<file path="config.mk">
export PLATFORM = sky130hd
export DESIGN_NAME = axi_eth_tx_arb
export DESIGN_NICKNAME = d
export VERILOG_FILES = /design/src/rtl/axi_eth_tx_arb.sv
export SDC_FILE = /design/constraint.sdc
export NUM_CORES = 1
export LEC_CHECK = 0
export ABC_CLOCK_PERIOD_IN_PS = 1900
export BUFFER_PORTS_ARGS = -buffer_cell sky130_fd_sc_hd__buf_2
export CAP_MARGIN = 20
export CORE_UTILIZATION = 45
export CTS_BUF_LIST = sky130_fd_sc_hd__clkbuf_8
export CTS_CLUSTER_DIAMETER = 200
export CTS_CLUSTER_SIZE = 28
export DETAILED_ROUTE_END_ITERATION = 10
export PLACE_DENSITY = 0.81
export SYNTH_ARGS = -nofsm -noshare
export SYNTH_HDL_FRONTEND = slang
export SYNTH_SLANG_ARGS = --single-unit
</file>
<file path="constraint.sdc">
create_clock -name clk -period 1.9 [get_ports clk]
set_clock_uncertainty 0.1 [all_clocks]
set_input_delay 0.19 -clock clk [delete_from_list [all_inputs] [get_ports clk]]
set_output_delay 0.19 -clock clk [all_outputs]
set_load 0.01 [all_outputs]
</file>
<file path="src/rtl/axi_eth_tx_arb.sv">
// axi_eth_tx_arb: round-robin ARP/IPv4 frame scheduler onto one MAC TX stream with header insertion.
// Define AXI_ETH_TX_PAD_EN to pad short frames to 60 bytes.
module axi_eth_tx_arb #(
   parameter logic [23:0] MAC_MSB = 24'h010203,
   parameter logic [23:0] MAC_LSB = 24'h040506
) (
   input  logic        clk,
   input  logic        aresetn,
   input  logic [7:0]  arp_axis_tdata,
   input  logic        arp_axis_tvalid,
   input  logic        arp_axis_tlast,
   output logic        arp_axis_tready,
   input  logic [47:0] arp_dst_mac,
   input  logic [7:0]  ip_axis_tdata,
   input  logic        ip_axis_tvalid,
   input  logic        ip_axis_tlast,
   output logic        ip_axis_tready,
   input  logic [47:0] ip_dst_mac,
   output logic [7:0]  mac_axis_tdata,
   output logic        mac_axis_tvalid,
   output logic        mac_axis_tlast,
   input  logic        mac_axis_tready,
   output logic        busy,
   output logic [1:0]  grant
);
`ifdef AXI_ETH_TX_PAD_EN
   typedef enum logic [1:0] {S_IDLE, S_HEADER, S_PAYLOAD, S_PAD} state_t;
   logic [10:0] byte_cnt;
`else
   typedef enum logic [1:0] {S_IDLE, S_HEADER, S_PAYLOAD} state_t;
`endif
   state_t state, state_nxt;
   logic [47:0] dst_mac;
   logic [15:0] ethertype;
   logic [3:0] hdr_idx;
   logic [111:0] hdr_sh;
   logic last_ip, req, pick_ip, sel_ip, acc;
   logic [7:0] src_data;
   logic src_valid, src_last;
   assign hdr_sh = {dst_mac, MAC_MSB, MAC_LSB, ethertype} << {hdr_idx, 3'b000};
   assign req = arp_axis_tvalid | ip_axis_tvalid;
   // On a tie the port that did not win last time is served
   assign pick_ip = ip_axis_tvalid & (~arp_axis_tvalid | ~last_ip);
   assign sel_ip = grant[1];
   assign src_data = sel_ip ? ip_axis_tdata : arp_axis_tdata;
   assign src_valid = sel_ip ? ip_axis_tvalid : arp_axis_tvalid;
   assign src_last = sel_ip ? ip_axis_tlast : arp_axis_tlast;
   assign acc = mac_axis_tvalid & mac_axis_tready;
   assign busy = state != S_IDLE;
   always_comb begin
      state_nxt = state;
      mac_axis_tvalid = 1'b0;
      mac_axis_tlast = 1'b0;
      mac_axis_tdata = 8'h00;
      arp_axis_tready = 1'b0;
      ip_axis_tready = 1'b0;
      case (state)
         S_IDLE: state_nxt = req ? S_HEADER : S_IDLE;
         S_HEADER: begin
            mac_axis_tvalid = 1'b1;
            mac_axis_tdata = hdr_sh[111:104];
            state_nxt = (mac_axis_tready && hdr_idx == 4'd13) ? S_PAYLOAD : S_HEADER;
         end
         S_PAYLOAD: begin
            mac_axis_tvalid = src_valid;
            mac_axis_tdata = src_data;
            mac_axis_tlast = src_last;
            arp_axis_tready = ~sel_ip & mac_axis_tready;
            ip_axis_tready = sel_ip & mac_axis_tready;
            state_nxt = (src_valid && mac_axis_tready && src_last) ? S_IDLE : S_PAYLOAD;
`ifdef AXI_ETH_TX_PAD_EN
            if (src_valid && mac_axis_tready && src_last && byte_cnt < 11'd59) begin
               mac_axis_tlast = 1'b0;
               state_nxt = S_PAD;
            end
`endif
         end
`ifdef AXI_ETH_TX_PAD_EN
         S_PAD: begin
            mac_axis_tvalid = 1'b1;
            mac_axis_tlast = byte_cnt == 11'd59;
            state_nxt = (mac_axis_tready && byte_cnt == 11'd59) ? S_IDLE : S_PAD;
         end
`endif
         default: state_nxt = S_IDLE;
      endcase
   end
   always_ff @(posedge clk) begin
      if (!aresetn) state <= S_IDLE;
      else state <= state_nxt;
   end
   always_ff @(posedge clk) begin
      if (!aresetn) begin
         grant <= 2'b00;
         last_ip <= 1'b1;
         hdr_idx <= 4'd0;
         dst_mac <= 48'h0;
         ethertype <= 16'h0;
`ifdef AXI_ETH_TX_PAD_EN
         byte_cnt <= 11'd0;
`endif
      end else begin
         if (state == S_IDLE && req) begin
            grant <= pick_ip ? 2'b10 : 2'b01;
            last_ip <= pick_ip;
            dst_mac <= pick_ip ? ip_dst_mac : arp_dst_mac;
            ethertype <= pick_ip ? 16'h0800 : 16'h0806;
            hdr_idx <= 4'd0;
         end
         if (state == S_HEADER && acc) hdr_idx <= hdr_idx + 4'd1;
         if (state != S_IDLE && state_nxt == S_IDLE) grant <= 2'b00;
`ifdef AXI_ETH_TX_PAD_EN
         if (state == S_IDLE && req) byte_cnt <= 11'd0;
         else if (acc && byte_cnt != 11'h7ff) byte_cnt <= byte_cnt + 11'd1;
`endif
      end
   end
endmodule

</file>
-- Word-level counts from Yosys, hierarchy flattened
Index checks and enable logic that the tools add are counted.
- register bits after elaboration: 73
- input bits: 119
- output and inout bits: 15
- word-level logic and storage cells: 49
- add/subtract/negate cells: 1
- equal/unequal tests: 3
- shifts and indexed selects: 1
- multiplexer cells: 17
- bitwise logic cells: 10
- reduce and logical (&&, ||, !) cells: 11
- operator list (cell ; count):
    112-bit by 7-bit left shift with 112-bit output ; 1
    48-bit 2-to-1 mux ; 1
    8-bit case mux with 2 select lines ; 1
    4-bit 2-to-1 mux ; 2
    8-bit 2-to-1 mux ; 1
    1-bit logical AND ; 6
    1-bit 2-to-1 mux ; 6
    2-bit 2-to-1 mux ; 3
    2-bit case mux with 3 select lines ; 1
    4-bit by 1-bit adder with 4-bit output, second input constant ; 1
    1-bit AND ; 4
    4-bit equality test, second input constant ; 1
    2-bit zero test ; 2
    1-bit NOT ; 4
    2-bit nonzero test ; 2
    3-bit 2-to-1 mux ; 1
    2-bit by 1-bit equality test with 1-bit output, second input constant ; 1
    2-bit equality test, second input constant ; 1
    1-bit OR ; 2
    1-bit case mux with 2 select lines ; 1
    2-bit OR reduction ; 1

-- Longest topological paths before layout
- word-level depth: 8
- depth in mapped cells: 9
- gate-level depth less buffers: 6

-- Worst setup path before layout
No wires, ideal clock.
- kind: register to output
- from: register hdr_idx[0]
- to: output port mac_axis_tdata[2]
- arrival time: 1.440 ns
- data required time: 1.610 ns
- slack: 0.170 ns
- cell stages (with the launch flop): 9
- path buffers: 3
- cell sequence: dfxtp_1 buf_6 buf_8 buf_6 inv_1 ha_1 o22ai_1 nor2b_1 o22ai_1
- longest elaborated chain between the ends: 2
- RTL lines (item ; RTL line ; text):
    start: declaration ; 35 ; logic [3:0] hdr_idx;
    start signal: assignment ; 110 ; if (state == S_HEADER && acc) hdr_idx <= hdr_idx + 4'd1;
    112-bit by 7-bit left shift with 112-bit output ; 40 ; assign hdr_sh = {dst_mac, MAC_MSB, MAC_LSB, ethertype} << {hdr_idx, 3'b000};
    8-bit case mux with 2 select lines ; 57 ; case (state)
    end: declaration ; 19 ; output logic [7:0] mac_axis_tdata,
No other way between the ends.

-- Worst setup path after layout
- from: register hdr_idx[0]
- to: output port mac_axis_tdata[3]
Same word-level chain as after synthesis.

==> reports/qor.csv <==
metric;value;unit
Die ar.;7390;sq um
final-report hold violation count;0;
critical path endpoint category;output pin;
Vias;3276;
VDD IR max;0.530;mV
GR Overflow Total;0;
final design utilization;65.2;%
maximum number of pins on one net before global-route repair;51;
Met3 Wirelength;821;um
Final GP Congestion;0.875;
cell row count;30;
RSZ-0062 raised after global routing;true;
Synth Instances;320;
metal2 WL;4690;um
launching point of the worst reg2reg path;state[1];
initial antenna violation count;0;
max frequency;0.454;GHz
relative slew slack;53.4;%
Slew Viols, Final;0;
MaxCap Viol Count;0;
Area Growth Syn to Fin;39.5;%
Pleak;1.87;nW
Die Ht;86.0;um
crit path time final;2.20;ns
clock sink count;59;
fillers;554;
Antenna diodes;0;
hold slack final;0.0364;ns
I/O Pins;134;
layout cells sized above 1;47.3;%
Syn Nets;447;
final setup vio count;8;
M1 wire length;4060;um
setup ws final;-0.305;ns
first drt pass iteration count;8;
antenna violation net count after detailed routing;0;
CP startpoint kind;flop;
post-synthesis cell area;3170;sq um
dpl cell area;3990;sq um
Final Instance Area;4430;sq um
worst slew pin tran;0.696;ns
failing checks;negative setup slack;
Die Width;86.0;um
Synthesis Warnings;0;
drt total wl;9870;um
Wirelength per Cell;17.7;um
Synth cell types;42;
worst hold start;ip_dst_mac[9];
clock buffer depth;2;
arrival time at the worst endpoint;1.91;ns
Worst Path Required;1.61;ns
nets@finish;584;
number of port buffers;133;
area of the core;6790;sq um
syn avg cell area;9.92;sq um
crit path cell chain;buf_12 -> buf_4 -> mux2_2 -> a32oi_2 -> a31oi_2 -> buf_2;
max layer used;met4;
first-pass GRT wire length;14900;um
TritonCTS Buffers;9;
GRT Util Overall;26.5;%
Crit Path Max Fanout;8;
register clock-pin slew on the reported worst setup and hold paths;0.07;ns
Setup WS pre-CTS;0.0123;ns
cts hold-fix bufs;0;
CP startpoint;hdr_idx[0];
number of global-route vias before repair;2992;
Period Utilization, post-route;116;%
multi-input logic area;1900;sq um
#FFs+latches synth;59;
Power Density;760;nW/um^2
kind of critical path;flop to output pin;
initial drt markers;457;
clock latency on the worst-skew pair;0.33;ns
status;finished, violations left;
htree depth;3;
worst hold path type;primary input to flop;
worst stage delay on the critical path;0.37;ns
DRC;0;
crit path max-delay cell type;dfxtp_4;
Starting Density;46.7;%
Seq/Total Area, Yosys;37.2;%
CTS root buf;clkbuf_8;
post-DP HPWL;6850;um
CTS tree;built;
vias per cell;5.88;
Sequential cell area;1190;sq um
==> stage by stage <==
stage               power [W]  cells  TNS (ns)
CTS                   0.00336    554     -1.63
global placement      0.00206    532         0
detailed placement    0.00207    532         0
floorplan             0.00179    320         0
finish                0.00336    557     -1.76
global route          0.00352    557     -2.34
==> per-layer routing <==
layer | track usage, % | up-vias
met3 | 5.97 | 28
met2 | 43.7 | 187
met4 | 9.70 | 0
li1 | - | 1533
met5 | 0 | -
met1 | 33.9 | 1528
==> what timing repair did <==
item | CTS | global route
setup buffers | 6 | 3
endpoints found under the setup margin | 11 | 11
cloned | 1 | 0
pin swaps | 14 | 11
gates resized for setup | 26 | 10
==> final timing paths <==
| kind | to | depth (start not counted) | slack (ns) |
|---|---|---|---|
| worst max-delay path | mac_axis_tdata[3] | 6 | -0.30 |
| worst min-delay path | dst_mac[9] | 3 | 0.04 |
| worst max register to register | dst_mac[29] | 8 | 0.12 |
| worst min register to register | ethertype[11] | 2 | 0.37 |
==> synthesized netlist by cell type (all sizes together) <==
cell type	count	share of area (%)
ha	8	3.2
mux4	8	6.0
a21oi	16	2.5
nand4	3	0.59
a22oi	2	0.63
o221ai	1	0.28
a222oi	52	16
mux2	13	4.7
or2b	1	0.24
nor3	5	0.79
and3b	1	0.28
and2	1	0.20
a41oi	1	0.28
buf	18	3.8
mux2i	3	0.95
a31oi	1	0.20
a211oi	1	0.24
inv	11	1.3
o211ai	1	0.24
a32oi	2	0.55
and3	4	0.79
nand3b	2	0.47
nand2b	2	0.39
a21o	1	0.24
nand2	10	1.2
nand3	4	0.63
a21boi	3	0.71
nor2	11	1.3
nor2b	54	11
dfxtp	59	37
o22ai	3	0.59
o21ai	5	0.91
clkbuf	13	1.5
==> area by class of cell <==
cell class,instances,share of cell area (%)
Sequential cell,59,27.0
Timing Repair Buffer,157,21.4
Multi-Input combinational cell,219,42.8
Tap cell,96,2.71
Inverter,11,0.989
Clock buffer,11,3.42
Clock inverter,4,1.67
==> report_power, final <==
group / switching (W) / internal (W) / leakage [nW]
registers: 0.0000800 / 0.00133 / 0.489
clock network: 0.000471 / 0.000802 / 0.115
logic: 0.000316 / 0.000359 / 1.26
total: 0.000868 / 0.00250 / 1.87
==> cells by family (layout without fill, tap and decap cells) <==
kind of cell / after synthesis / in the layout / share of synthesized area (%)
AO/OA/AOI/OAI: 89 / 89 / 23.8
adder cells (fa/ha/maj): 8 / 8 / 3.15
buffers and inverters: 42 / 183 / 6.66
flip-flops: 59 / 59 / 37.2
multiplexers: 24 / 24 / 11.7
AND/OR/NAND/NOR: 98 / 98 / 17.5
==> registers in the layout, indices dropped and copies added (netlist names) <==
signal / cells
dst_mac: 48
ethertype: 2
grant: 2
hdr_idx: 4
last_ip: 1
state: 2
==> critical path, delay by kind of cell (launching register included) <==
family	cells	cell delay, ns
flip-flops	1	0.37
multiplexers	1	0.35
buffers and inverters	3	0.43
AO/OA/AOI/OAI	2	0.43
==> cell usage in the layout (no fill, tap or decap), types with 4 or more instances in the layout <==
master and instances:
a21oi_1 12, a222oi_1 52, buf_12 5, buf_2 133
buf_4 14, clkbuf_8 11, dfxtp_1 54, ha_1 4
ha_4 4, inv_1 9, mux2_2 12, mux4_2 8
nand2_1 9, nor2_1 10, nor2b_1 53, nor3_1 5
No activity file was read; power rests on OpenSTA's default activity.
